File: src/rtl/dds_cmd_ctrl.sv
// dds_cmd_ctrl: command sequencer between the SPI decoder and the DDS voices.
// Writes per-voice shadow registers and moves them to the active registers
// on COMMIT, so several voices retune on the same cycle without glitches.
// Optional feature macro: DDS_AUTO_COMMIT_EN (FTW_HI also loads the active FTW).
//
// state | meaning
// IDLE  | waiting for cmd_valid
// EXEC  | decode and execute the latched command (one cycle)
// COPY  | shadow -> active copy, one voice per cycle, masked
// DONE  | update_strobe cycle, then back to IDLE
module dds_cmd_ctrl #(
    parameter int NUM_VOICES = 4,
    parameter int FTW_WIDTH  = 24,
    parameter int CMD_WIDTH  = 8,
    parameter int DATA_WIDTH = 16
) (
    input  logic                            sys_clk,
    input  logic                            rst_n,
    input  logic [CMD_WIDTH-1:0]            cmd_word,
    input  logic [DATA_WIDTH-1:0]           data_word,
    input  logic                            cmd_valid,
    output logic [NUM_VOICES*FTW_WIDTH-1:0] ftw_active,
    output logic [NUM_VOICES*8-1:0]         amp_active,
    output logic [NUM_VOICES*2-1:0]         wave_sel,
    output logic [NUM_VOICES-1:0]           gate,
    output logic [NUM_VOICES-1:0]           phase_rst,
    output logic                            update_strobe,
    output logic                            busy,
    output logic                            err_flag,
    output logic                            overrun
);

    localparam int HI_WIDTH = FTW_WIDTH - 16;

    localparam logic [3:0] OP_FTW_LO = 4'h1;
    localparam logic [3:0] OP_FTW_HI = 4'h2;
    localparam logic [3:0] OP_AMP    = 4'h3;
    localparam logic [3:0] OP_WAVE   = 4'h4;
    localparam logic [3:0] OP_COMMIT = 4'h5;
    localparam logic [3:0] OP_GATE   = 4'h6;
    localparam logic [3:0] OP_PHRST  = 4'h7;
    localparam logic [3:0] OP_CLEAR  = 4'hF;

    localparam logic [3:0] LAST_IDX    = 4'(NUM_VOICES - 1);
    localparam logic [4:0] VOICE_LIMIT = 5'(NUM_VOICES);

    typedef enum logic [1:0] {
        IDLE = 2'd0,
        EXEC = 2'd1,
        COPY = 2'd2,
        DONE = 2'd3
    } state_t;

    state_t state, next_state;

    logic [CMD_WIDTH-1:0]  cmd_reg;
    logic [DATA_WIDTH-1:0] data_reg;
    logic [3:0]            copy_idx;

    logic [NUM_VOICES-1:0][FTW_WIDTH-1:0] shadow_ftw;
    logic [NUM_VOICES-1:0][FTW_WIDTH-1:0] active_ftw;
    logic [NUM_VOICES-1:0][7:0]           shadow_amp;
    logic [NUM_VOICES-1:0][7:0]           active_amp;
    logic [NUM_VOICES-1:0][1:0]           shadow_wave;
    logic [NUM_VOICES-1:0][1:0]           active_wave;

    logic [3:0] opcode;
    logic [3:0] vidx;
    logic       voice_ok;
    logic       voice_op;
    logic       op_illegal;
    logic       cmd_bad;

    assign opcode   = cmd_reg[7:4];
    assign vidx     = cmd_reg[3:0];
    assign voice_ok = ({1'b0, vidx} < VOICE_LIMIT);

    // Classify the latched opcode: voice-addressed, reserved, or rejected.
    always_comb begin
        voice_op   = 1'b0;
        op_illegal = 1'b0;
        case (opcode)
            OP_FTW_LO, OP_FTW_HI, OP_AMP, OP_WAVE, OP_GATE, OP_PHRST: voice_op = 1'b1;
            4'h0, OP_COMMIT, OP_CLEAR:                                 voice_op = 1'b0;
            default:                                                   op_illegal = 1'b1;
        endcase
        cmd_bad = op_illegal || (voice_op && !voice_ok);
    end

    // Sequencer state register.
    always_ff @(posedge sys_clk or negedge rst_n) begin
        if (!rst_n) begin
            state <= IDLE;
        end else begin
            state <= next_state;
        end
    end

    // Next-state decode.
    always_comb begin
        next_state = state;
        case (state)
            IDLE: begin
                if (cmd_valid) next_state = EXEC;
            end
            EXEC: begin
                next_state = IDLE;
                if (opcode == OP_COMMIT) begin
                    next_state = COPY;
                end
`ifdef DDS_AUTO_COMMIT_EN
                else if (opcode == OP_FTW_HI && voice_ok) begin
                    next_state = DONE;
                end
`endif
            end
            COPY: begin
                if (copy_idx == LAST_IDX) next_state = DONE;
            end
            DONE: begin
                next_state = IDLE;
            end
            default: begin
                next_state = IDLE;
            end
        endcase
    end

    // Command latch, shadow/active register file, pulses and sticky status.
    always_ff @(posedge sys_clk or negedge rst_n) begin
        if (!rst_n) begin
            cmd_reg       <= '0;
            data_reg      <= '0;
            copy_idx      <= '0;
            shadow_ftw    <= '0;
            active_ftw    <= '0;
            shadow_amp    <= '0;
            active_amp    <= '0;
            shadow_wave   <= '0;
            active_wave   <= '0;
            gate          <= '0;
            phase_rst     <= '0;
            update_strobe <= 1'b0;
            err_flag      <= 1'b0;
            overrun       <= 1'b0;
        end else begin
            phase_rst     <= '0;
            update_strobe <= (next_state == DONE);

            if (state == IDLE && cmd_valid) begin
                cmd_reg  <= cmd_word;
                data_reg <= data_word;
            end

            case (state)
                EXEC: begin
                    copy_idx <= '0;
                    if (cmd_bad) err_flag <= 1'b1;
                    for (int i = 0; i < NUM_VOICES; i++) begin
                        if (vidx == 4'(i)) begin
                            case (opcode)
                                OP_FTW_LO: shadow_ftw[i][15:0] <= data_reg[15:0];
                                OP_FTW_HI: begin
                                    shadow_ftw[i][FTW_WIDTH-1:16] <= data_reg[HI_WIDTH-1:0];
`ifdef DDS_AUTO_COMMIT_EN
                                    active_ftw[i] <= {data_reg[HI_WIDTH-1:0], shadow_ftw[i][15:0]};
`endif
                                end
                                OP_AMP:    shadow_amp[i]  <= data_reg[7:0];
                                OP_WAVE:   shadow_wave[i] <= data_reg[1:0];
                                OP_GATE:   gate[i]        <= data_reg[0];
                                OP_PHRST:  phase_rst[i]   <= 1'b1;
                                default: ;
                            endcase
                        end
                    end
                    if (opcode == OP_CLEAR) begin
                        err_flag <= 1'b0;
                        overrun  <= 1'b0;
                    end
                end
                COPY: begin
                    for (int i = 0; i < NUM_VOICES; i++) begin
                        if (copy_idx == 4'(i) && data_reg[i]) begin
                            active_ftw[i]  <= shadow_ftw[i];
                            active_amp[i]  <= shadow_amp[i];
                            active_wave[i] <= shadow_wave[i];
                        end
                    end
                    copy_idx <= copy_idx + 4'd1;
                end
                default: ;
            endcase

            // A command arriving while busy is dropped; flag it after any clear.
            if (cmd_valid && state != IDLE) overrun <= 1'b1;
        end
    end

    assign ftw_active = active_ftw;
    assign amp_active = active_amp;
    assign wave_sel   = active_wave;
    assign busy       = (state != IDLE);

endmodule
File: config.mk
export PLATFORM = sky130hd
export DESIGN_NAME = dds_cmd_ctrl
export DESIGN_NICKNAME = d
export VERILOG_FILES = /design/src/rtl/dds_cmd_ctrl.sv
export SDC_FILE = /design/constraint.sdc
export NUM_CORES = 1
export LEC_CHECK = 0
export ABC_AREA = 0
export CAP_MARGIN = 20
export CORE_UTILIZATION = 40
export CTS_CLUSTER_SIZE = 24
export DETAILED_ROUTE_END_ITERATION = 8
export PLACE_DENSITY = 0.71
export SLEW_MARGIN = 20
export SYNTH_ARGS = -nofsm -noshare
export SYNTH_HDL_FRONTEND = slang
export SYNTH_SLANG_ARGS = --single-unit
File: constraint.sdc
create_clock -name sys_clk -period 4.65 [get_ports sys_clk]
set_clock_uncertainty 0.15 [all_clocks]
set_input_delay 1.1625 -clock sys_clk [delete_from_list [all_inputs] [get_ports sys_clk]]
set_output_delay 1.1625 -clock sys_clk [all_outputs]
set_load 0.05 [all_outputs]
==> out/metrics.cfg, run 1 <==
[synth]
avgSynthCellArea_um2=16.3
synthXorXnorAreaFrac_pct=0.0722
synth_mux_area_share_pct=27.9
synth-seq-cells=313
synthAdderAreaFrac_pct=0.722
synthCells=746
synthSimpleGateAreaFrac_pct=4.12
yosysWarnings=0
synth_edf_count=0
async_flop_share_pct=100
yosysSeqAreaShare_pct=64.5
synth-main-ff-cell=dfrtp_1
synth_compound_area_share_pct=0.649
ys_types=41
syn-num-nets=780
syn_area_um2=12100
synth_top_family_by_area=multiplexers

[critical_path]
worstSetupPathType=flop to output pin
crit_arrival_ns=2.19
worst_setup_path_start_kind=flop
r2r_slack_ns=1.60
reg2reg_from=state[0]
rr_endpoint=ftw_active[54]
worstPathMaxFanout=6
cp.required_ns=3.34
rr_worst_depth=5
endpoint_kind=output pin

[placed_design]
place_congestion=0.806
port_buffers=174
detailed_place.area_um2=14200
hpwlAfterDp_mm=17.0
place_inst=1279

[floorplan]
die_h_um=176
chipWidth_um=176
die_area_um2=31000
initial_core_util_pct=40.8
io_pins=175
num_rows=63
coreArea_um2=29700

[cells_and_area]
synthToLayoutAreaGrowth_pct=27.2
finalInstanceArea_um2=15400
fillerInstances=2456
regArea_um2=7830
final_cell_mix=313 x dfrtp_1, 291 x mux2_2, 173 x clkdlybuf4s50_1
insertedDiodeCount=0
multi_input_area_um2=4070
final_nets=960
drive_gt1_share_pct=38.9
utilization_pct=52.0
fin_cells=1335
layout.cells.most_common=dfrtp_1

[cts]
cts.htree.levels=2
cts_made_buffers=34
clock_path_buffers=3
root_buffer=clkbuf_16
clk_pin_slew_ns=0.06
cts_hold_buf=0
post_cts.repair.setup_buffers=0
cts_tree=yes
worstSkewPairLatency_ns=0.49
clock_sinks=313
post_cts_resized=0

[drt]
routedWlPerCell_um=19.5
routed_wl_mm=26.0
vias_per_cell=5.08
dr_total_vias=6785
ant_nets=0
drc=0
drt_iter0_markers=334
drt_first_pass_iters=4

[sta]
max_freq_mhz=286
hold_viol_final=0
setup_viol=0
relSlewSlack_pct=34.6
period_minus_slack_ns=3.50
post-route-period-util_pct=75.3
worst_pin_slew_ns=0.978
rsz0062_at_grt=no
tns_ns=0
maxSlewViolCount=0

[grt]
antenna_found_initial=0
grt_usage_pct=17.4
grt_max_degree=110
grt.overflow.total=0
grt_pass1_wl_mm=41.5
grt_pass1_vias=7054

[pwr]
ir_drop_v=0.000359
power.total_mw=8.95
leakage_nw=7.44
power.density_nw_per_um2=580

[worst_hold_path]
min_from=shadow_ftw[79]
hold_class=flop to flop
whs_endpoint=shadow_ftw[79]
worstHoldPathCells=1

[flow_run]
cap_violations=0

[outcome]
outcome=finished clean

-- critical path: stages, from the launching register on --
cell and delay, ns:
dfrtp_1 0.40, inv_1 0.09, ha_1 0.28, inv_1 0.12
clkdlybuf4s50_1 0.80
-- synth_stat cells (2+ instances only) --
library cell / instances / area (um^2)
and4bb_2: 2 / 25.0
and3_1: 3 / 18.8
nor3_4: 6 / 97.6
nand3_1: 14 / 70.1
mux2_2: 291 / 3280
dfrtp_1: 313 / 7830
clkbuf_1: 12 / 45.0
nand3_2: 3 / 30.0
nor4_1: 2 / 12.5
nor3_1: 4 / 20.0
mux2_1: 9 / 101
nor2_1: 3 / 11.3
inv_1: 8 / 30.0
buf_6: 2 / 22.5
nor4b_1: 2 / 17.5
ha_1: 7 / 87.6
buf_2: 14 / 70.1
nand2_1: 4 / 15.0
nand4_1: 3 / 18.8
a21oi_1: 3 / 15.0
buf_4: 10 / 75.1
or4b_1: 2 / 20.0
nor2b_1: 5 / 31.3
or3_1: 2 / 12.5
o21ai_0: 6 / 30.0
-- how the worst max path moves through the flow --
stage	from	to	slack [ns]	cells past startpoint
floorplan	state[0]	busy	2.32	3
global placement	cmd_valid	update_strobe	1.34	4
detailed placement	state[0]	ftw_active[78]	1.51	5
CTS	state[0]	busy	1.12	4
global route	state[0]	busy	1.06	4
finish	state[0]	busy	1.15	4
-- cell families after synthesis --
kind of cell	Yosys count
buffers and inverters	46
AO/OA/AOI/OAI	13
adder cells (fa/ha/maj)	7
XOR/XNOR	1
AND/OR/NAND/NOR	65
flip-flops	313
multiplexers	301
-- routing by layer --
metal,vias up,share of wire [%],GRT usage (%)
met3,28,4.5,3.06
met5,-,0,0
met1,3560,46,24.1
li1,3031,-,-
met4,0,1.8,4.17
met2,166,47,28.5
-- final cells by class --
cell class / instances / share of cell area [%]
flip-flops and latches: 313 / 50.7
multi-input cells: 387 / 26.4
repair buffers: 182 / 12.0
clock buffers: 51 / 6.79
well taps: 390 / 3.16
clock inverters: 4 / 0.778
inverters: 8 / 0.194
-- report_power, final --
part           internal [mW]  switching [mW]  leakage, nW
sequential              3.31           0.631         4.29
combinational          0.947            1.29         2.58
clock                   1.77            1.01        0.571
-- metrics by stage --
stage / hold WS [ns] / setup WS, ns
6_report: 0.334 / 1.15
5_1_grt: 0.356 / 1.06
4_1_cts: 0.338 / 1.12
3_5_place_dp: 0.324 / 1.51
3_3_place_gp: 0.314 / 1.34
2_1_floorplan: 0.302 / 2.32
(Power assumes the default switching activity.)
==> inputs of run 2 (changes only) <==
==> constraint.sdc (replaced) <==
create_clock -name sys_clk -period 3.3 [get_ports sys_clk]
set_clock_uncertainty 0.15 [all_clocks]
set_input_delay 0.825 -clock sys_clk [delete_from_list [all_inputs] [get_ports sys_clk]]
set_output_delay 0.825 -clock sys_clk [all_outputs]
set_load 0.05 [all_outputs]
==> run 2 against run 1 <==
Via count grew 1.4%. Cell area rose by 0.83%. Routed wire length increased by 1.5%. Cell count is 1.4% higher. Total power rose by 42%. Register-to-register slack got worse by 1.0 ns. Sequential power rose by 40%. Sequential share of layout area down 0.42 points. Die area stayed put. Global-route usage up 0.079 points. First-iteration DRC count down 20%. Worst setup slack lost 0.98 ns.
==> out/metrics.cfg, run 2 (same netlist as run 1, synthesis figures left out) <==
[outcome]
outcome=finished clean  ; unchanged

[floorplan]
die_h_um=176  ; unchanged
coreArea_um2=29700  ; unchanged
num_rows=63  ; unchanged
die_area_um2=31000  ; unchanged
chipWidth_um=176  ; unchanged
io_pins=175  ; unchanged
initial_core_util_pct=40.8  ; unchanged

[sta]
post-route-period-util_pct=94.9
worst_pin_slew_ns=0.758  ; was 0.978 ns
rsz0062_at_grt=no  ; unchanged
relSlewSlack_pct=49.4  ; was 34.6%
setup_viol=0  ; unchanged
tns_ns=0  ; unchanged
max_freq_mhz=319
period_minus_slack_ns=3.13
maxSlewViolCount=0  ; unchanged
hold_viol_final=0  ; unchanged
setup_slack_ns=0.170  ; was 1.15 ns

[worst_hold_path]
hold_class=input port to asynchronous set/reset pin  ; was flop to flop

[grt]
grt_pass1_vias=7205  ; was 7054
grt.overflow.total=0  ; unchanged
grt_usage_pct=17.5  ; was 17.4%
antenna_found_initial=0  ; unchanged
grt_max_degree=78  ; was 110
grt_pass1_wl_mm=41.5  ; about the same

[placed_design]
port_buffers=174  ; unchanged
hpwlAfterDp_mm=17.7  ; was 17.0 mm
place_congestion=0.753  ; was 0.806
dp_slack_ns=0.562  ; was 1.51 ns

[drt]
drc=0  ; unchanged
vias_per_cell=5.08  ; about the same
routed_wl_mm=26.4  ; was 26.0 mm
drt_first_pass_iters=4  ; unchanged
drt_iter0_markers=267  ; was 334
ant_nets=0  ; unchanged
dr_total_vias=6877  ; was 6785
routedWlPerCell_um=19.5  ; about the same

[cts]
cts.htree.levels=2  ; unchanged
cts_hold_buf=0  ; unchanged
clock_sinks=313  ; unchanged
worstSkewPairLatency_ns=0.50  ; was 0.49 ns
cts_made_buffers=34  ; unchanged
post_cts.repair.setup_buffers=0  ; unchanged
post_cts_resized=0  ; unchanged
cts_tree=yes  ; unchanged
root_buffer=clkbuf_16  ; unchanged
clk_pin_slew_ns=0.06  ; about the same
clock_path_buffers=3  ; unchanged

[critical_path]
worstPathMaxFanout=6  ; unchanged
crit_family=buffers and inverters  ; unchanged
path_common_cell=inv_1  ; unchanged
cp_num_buf_inv=3  ; unchanged
path_cells=inv_1 -> ha_1 -> inv_1 -> clkdlybuf4s50_1  ; unchanged
worst_setup_path_start_kind=flop  ; unchanged
worstSetupPathType=flop to output pin  ; unchanged
crit_arrival_ns=2.16  ; was 2.19 ns
endpoint_kind=output pin  ; unchanged
cp.required_ns=2.32  ; was 3.34 ns
crit_slowest_cell=clkdlybuf4s50_1  ; unchanged
rr_worst_depth=5  ; unchanged
slowest_delay_ns=0.81  ; was 0.80 ns
worstSetupPathDepth=4  ; unchanged

[flow_run]
cap_violations=0  ; unchanged

[cells_and_area]
insertedDiodeCount=0  ; unchanged
layout.cells.most_common=dfrtp_1  ; unchanged
final_cell_mix=313 x dfrtp_1, 291 x mux2_2, 173 x clkdlybuf4s50_1  ; unchanged
drive_gt1_share_pct=40.2  ; was 38.9%
synthToLayoutAreaGrowth_pct=28.3  ; was 27.2%
final_nets=973  ; was 960

[pwr]
power.density_nw_per_um2=816  ; was 580 nW/um^2
ir_drop_v=0.000369  ; was 0.000359 V
leakage_nw=7.52  ; was 7.44 nW

-- run 2: per-layer routing --
layer / vias up / share of wire, % / GRT usage [%] / routed length (um)
met5: - / 0 / 0 / 0
met4: 0 / 1.1 / 3.62 / 294
met3: 26 / 4.7 / 3.19 / 1230
met2: 164 / 48 / 28.5 / 12800
met1: 3628 / 46 / 24.5 / 12100
li1: 3059 / - / - / -
-- run 2: worst paths after layout --
kind,from,endpoint,slack [ns]
min in group sys_clk,shadow_ftw[37],shadow_ftw[37],0.33
worst min register to register,shadow_ftw[37],shadow_ftw[37],0.33
worst max-delay path,state[0],busy,0.17
worst max register to register,state[1],shadow_ftw[56],0.56
worst min-delay path,rst_n,ftw_active[54],0.15
max in group asynchronous,rst_n,shadow_ftw[79],2.05
-- run 2: power by group --
group / switching [mW] / total (mW) / internal (mW)
Clock: 1.45 / 3.90 / 2.45
Combinational: 1.93 / 3.31 / 1.38
Sequential: 0.837 / 5.50 / 4.66
-- run 2: metrics by stage --
step | instances | util (%) | power [mW] | hold slack [ns] | area (um^2)
2_1_floorplan | 746 | - | 7.55 | 0.302 | 12100
3_3_place_gp | 1293 | 48.4 | 8.81 | 0.313 | 14400
3_5_place_dp | 1293 | 48.4 | 8.91 | 0.321 | 14400
4_1_cts | 1354 | 52.4 | 12.9 | 0.184 | 15600
5_1_grt | 1354 | 52.4 | 13.3 | 0.190 | 15600
6_report | 1354 | 52.4 | 12.7 | 0.154 | 15600
-- run 2: layout make-up --
cell class              instances  area, um^2
repair buffers                195        1970
flip-flops and latches        313        7830
inverters                       8        30.0
multi-input cells             387        4070
well taps                     390         488
clock inverters                11         130
fillers                      2481       14100
clock buffers                  50        1050
==> inputs of run 3 (changes only) <==
--- a/config.mk
+++ b/config.mk
@@ -8,9 +8,10 @@
 export ABC_AREA = 0
 export CAP_MARGIN = 20
 export CORE_UTILIZATION = 40
+export CTS_BUF_LIST = sky130_fd_sc_hd__clkbuf_8 sky130_fd_sc_hd__clkbuf_16
 export CTS_CLUSTER_SIZE = 24
 export DETAILED_ROUTE_END_ITERATION = 8
-export PLACE_DENSITY = 0.71
+export PLACE_DENSITY = 0.62
 export SLEW_MARGIN = 20
 export SYNTH_ARGS = -nofsm -noshare
 export SYNTH_HDL_FRONTEND = slang
==> run 3 against run 2 <==
Global-route usage shrank 0.11 points. Flip-flop and latch count is the same. First-iteration DRC count grew 6.0%. Count of clock-buffer cells in the layout shrank 7. Sequential share of layout area grew 0.073 points. Clock power shrank 5.4%. Cell count is the same. Non-clock buffer count is the same. Register-to-register slack lost 0.02 ns. Worst setup slack lost 0.0055 ns. Sequential power is essentially flat. Hold slack lost 0.010 ns. Critical path type unchanged. Largest cell class unchanged. Largest power group unchanged.
==> out/metrics.cfg, run 3 (same netlist as run 1, synthesis figures left out) <==
[outcome]
outcome=finished clean  ; unchanged

[cells_and_area]
insertedDiodeCount=0  ; unchanged
final_cell_mix=313 x dfrtp_1, 291 x mux2_2, 173 x clkdlybuf4s50_1  ; unchanged
drive_gt1_share_pct=39.8  ; was 40.2%
synthToLayoutAreaGrowth_pct=28.1  ; was 28.3%
final_nets=973  ; unchanged
layout.cells.most_common=dfrtp_1  ; unchanged
fillerInstances=2494  ; was 2481

[floorplan]
die_area_um2=31000  ; unchanged
chipWidth_um=176  ; unchanged
initial_core_util_pct=40.8  ; unchanged
io_pins=175  ; unchanged
die_h_um=176  ; unchanged
num_rows=63  ; unchanged
coreArea_um2=29700  ; unchanged

[cts]
cts.htree.levels=2  ; unchanged
post_cts.repair.setup_buffers=0  ; unchanged
worstSkewPairLatency_ns=0.50  ; about the same
post_cts_resized=0  ; unchanged
clock_path_buffers=3  ; unchanged
cts_made_buffers=34  ; unchanged
clk_pin_slew_ns=0.06  ; about the same
root_buffer=clkbuf_16  ; unchanged
cts_hold_buf=0  ; unchanged
cts_tree=yes  ; unchanged
clock_sinks=313  ; unchanged

[placed_design]
place_congestion=0.762  ; was 0.753
port_buffers=174  ; unchanged
hpwlAfterDp_mm=17.2  ; was 17.7 mm
dp_slack_ns=0.534  ; was 0.562 ns

[drt]
routedWlPerCell_um=19.3  ; was 19.5 um
dr_total_vias=6730  ; was 6877
drt_iter0_markers=283  ; was 267
routed_wl_mm=26.1  ; was 26.4 mm
drc=0  ; unchanged
drt_first_pass_iters=4  ; unchanged
vias_per_cell=4.97  ; was 5.08
ant_nets=0  ; unchanged

[sta]
relSlewSlack_pct=48.7  ; was 49.4%
maxSlewViolCount=0  ; unchanged
max_freq_mhz=319  ; about the same
setup_viol=0  ; unchanged
hold_ws_ns=0.144  ; was 0.154 ns
rsz0062_at_grt=no  ; unchanged
worst_pin_slew_ns=0.770  ; was 0.758 ns
post-route-period-util_pct=95.0  ; was 94.9%
hold_viol_final=0  ; unchanged
period_minus_slack_ns=3.14  ; was 3.13 ns
tns_ns=0  ; unchanged
setup_slack_ns=0.164  ; was 0.170 ns

[critical_path]
worstSetupPathType=flop to output pin  ; unchanged
rr_endpoint=shadow_ftw[9]  ; was shadow_ftw[56]
startpoint=state[0]  ; unchanged
cp.required_ns=2.32  ; about the same
reg2reg_from=state[1]  ; unchanged
crit_slowest_cell=clkdlybuf4s50_1  ; unchanged
worstPathMaxFanout=6  ; unchanged
slowest_delay_ns=0.81  ; about the same
path_common_cell=inv_1  ; unchanged
crit_arrival_ns=2.16  ; about the same
rr_worst_depth=5  ; unchanged
worst_setup_path_start_kind=flop  ; unchanged
r2r_slack_ns=0.54  ; was 0.56 ns
endpoint_kind=output pin  ; unchanged
path_cells=inv_1 -> ha_1 -> inv_1 -> clkdlybuf4s50_1  ; unchanged

[pwr]
p_int_mw=8.28  ; was 8.49 mW
power.total_mw=12.5  ; was 12.7 mW
clkPwrFrac_pct=29.7  ; was 30.6%
seq_power_share_pct=44.1  ; was 43.3%
power.density_nw_per_um2=801  ; was 816 nW/um^2
swShare_pct=33.5  ; was 33.2%
leakage_nw=7.54  ; was 7.52 nW
p_sw_mw=4.18  ; was 4.22 mW
power_frac_comb_pct=26.2  ; was 26.1%
ir_drop_v=0.000378  ; was 0.000369 V

[grt]
grt_pass1_wl_mm=41.1  ; was 41.5 mm
grt_max_degree=76  ; was 78
grt_pass1_vias=7071  ; was 7205
grt_usage_pct=17.4  ; was 17.5%
grt.overflow.total=0  ; unchanged
antenna_found_initial=0  ; unchanged

[worst_hold_path]
hold_class=input port to asynchronous set/reset pin  ; unchanged

[flow_run]
cap_violations=0  ; unchanged

-- run 3: changes by cell type in the layout (fill, tap and decap cells not counted), sizes merged --
cell,delta
inv,+9
bufinv,-2
clkbuf,-7
-- run 3: worst max path at each step --
stage | endpoint | slack (ns) | cells after the start
after global routing | busy | 0.05 | 4
after floorplan | amp_active[0] | 1.06 | 7
final | busy | 0.16 | 4
after CTS | busy | 0.14 | 4
after global placement | shadow_ftw[10] | 0.62 | 5
after detailed placement | shadow_ftw[60] | 0.53 | 5
-- run 3: critical path: cells and delay by family, from the launching register on --
| kind | cells | cell delay, ns |
|---|---|---|
| DFF | 1 | 0.39 |
| buffers and inverters | 3 | 1.00 |
| adders and majority gates | 1 | 0.28 |
-- run 3: layout make-up --
class                      count  area [um^2]  area share [%]
clock buffer                  43         1010            6.49
clock inverter                18          104           0.668
tap                          390          488            3.14
inverter                       8         30.0           0.193
sequential                   313         7830            50.4
multi-input combinational    387         4070            26.2
timing repair buffer         195         2020            13.0
-- run 3: power groups by stage --
stage                     combinational [mW]  sequential [mW]  clock [mW]
after floorplan                         1.50             6.05           0
after global placement                  3.25             5.58           0
after detailed placement                3.29             5.60           0
after CTS                               3.31             5.53        3.81
after global routing                    3.47             5.63        3.98
final                                   3.27             5.50        3.69
-- run 3: stage by stage --
| step | instances | instance area [um^2] | utilization (%) |
|---|---|---|---|
| 2_1_floorplan | 746 | 12100 | - |
| 3_3_place_gp | 1293 | 14400 | 48.6 |
| 3_5_place_dp | 1293 | 14400 | 48.6 |
| 4_1_cts | 1354 | 15500 | 52.3 |
| 5_1_grt | 1354 | 15500 | 52.3 |
| 6_report | 1354 | 15500 | 52.3 |
-- run 3: routing by layer --
layer  track usage (%)  wire [um]  up-vias
li1                  -          -     3044
met1              23.7      11700     3516
met2              28.0      12600      139
met3              4.07       1380       31
met4              4.42        392        0
met5                 0          0        -
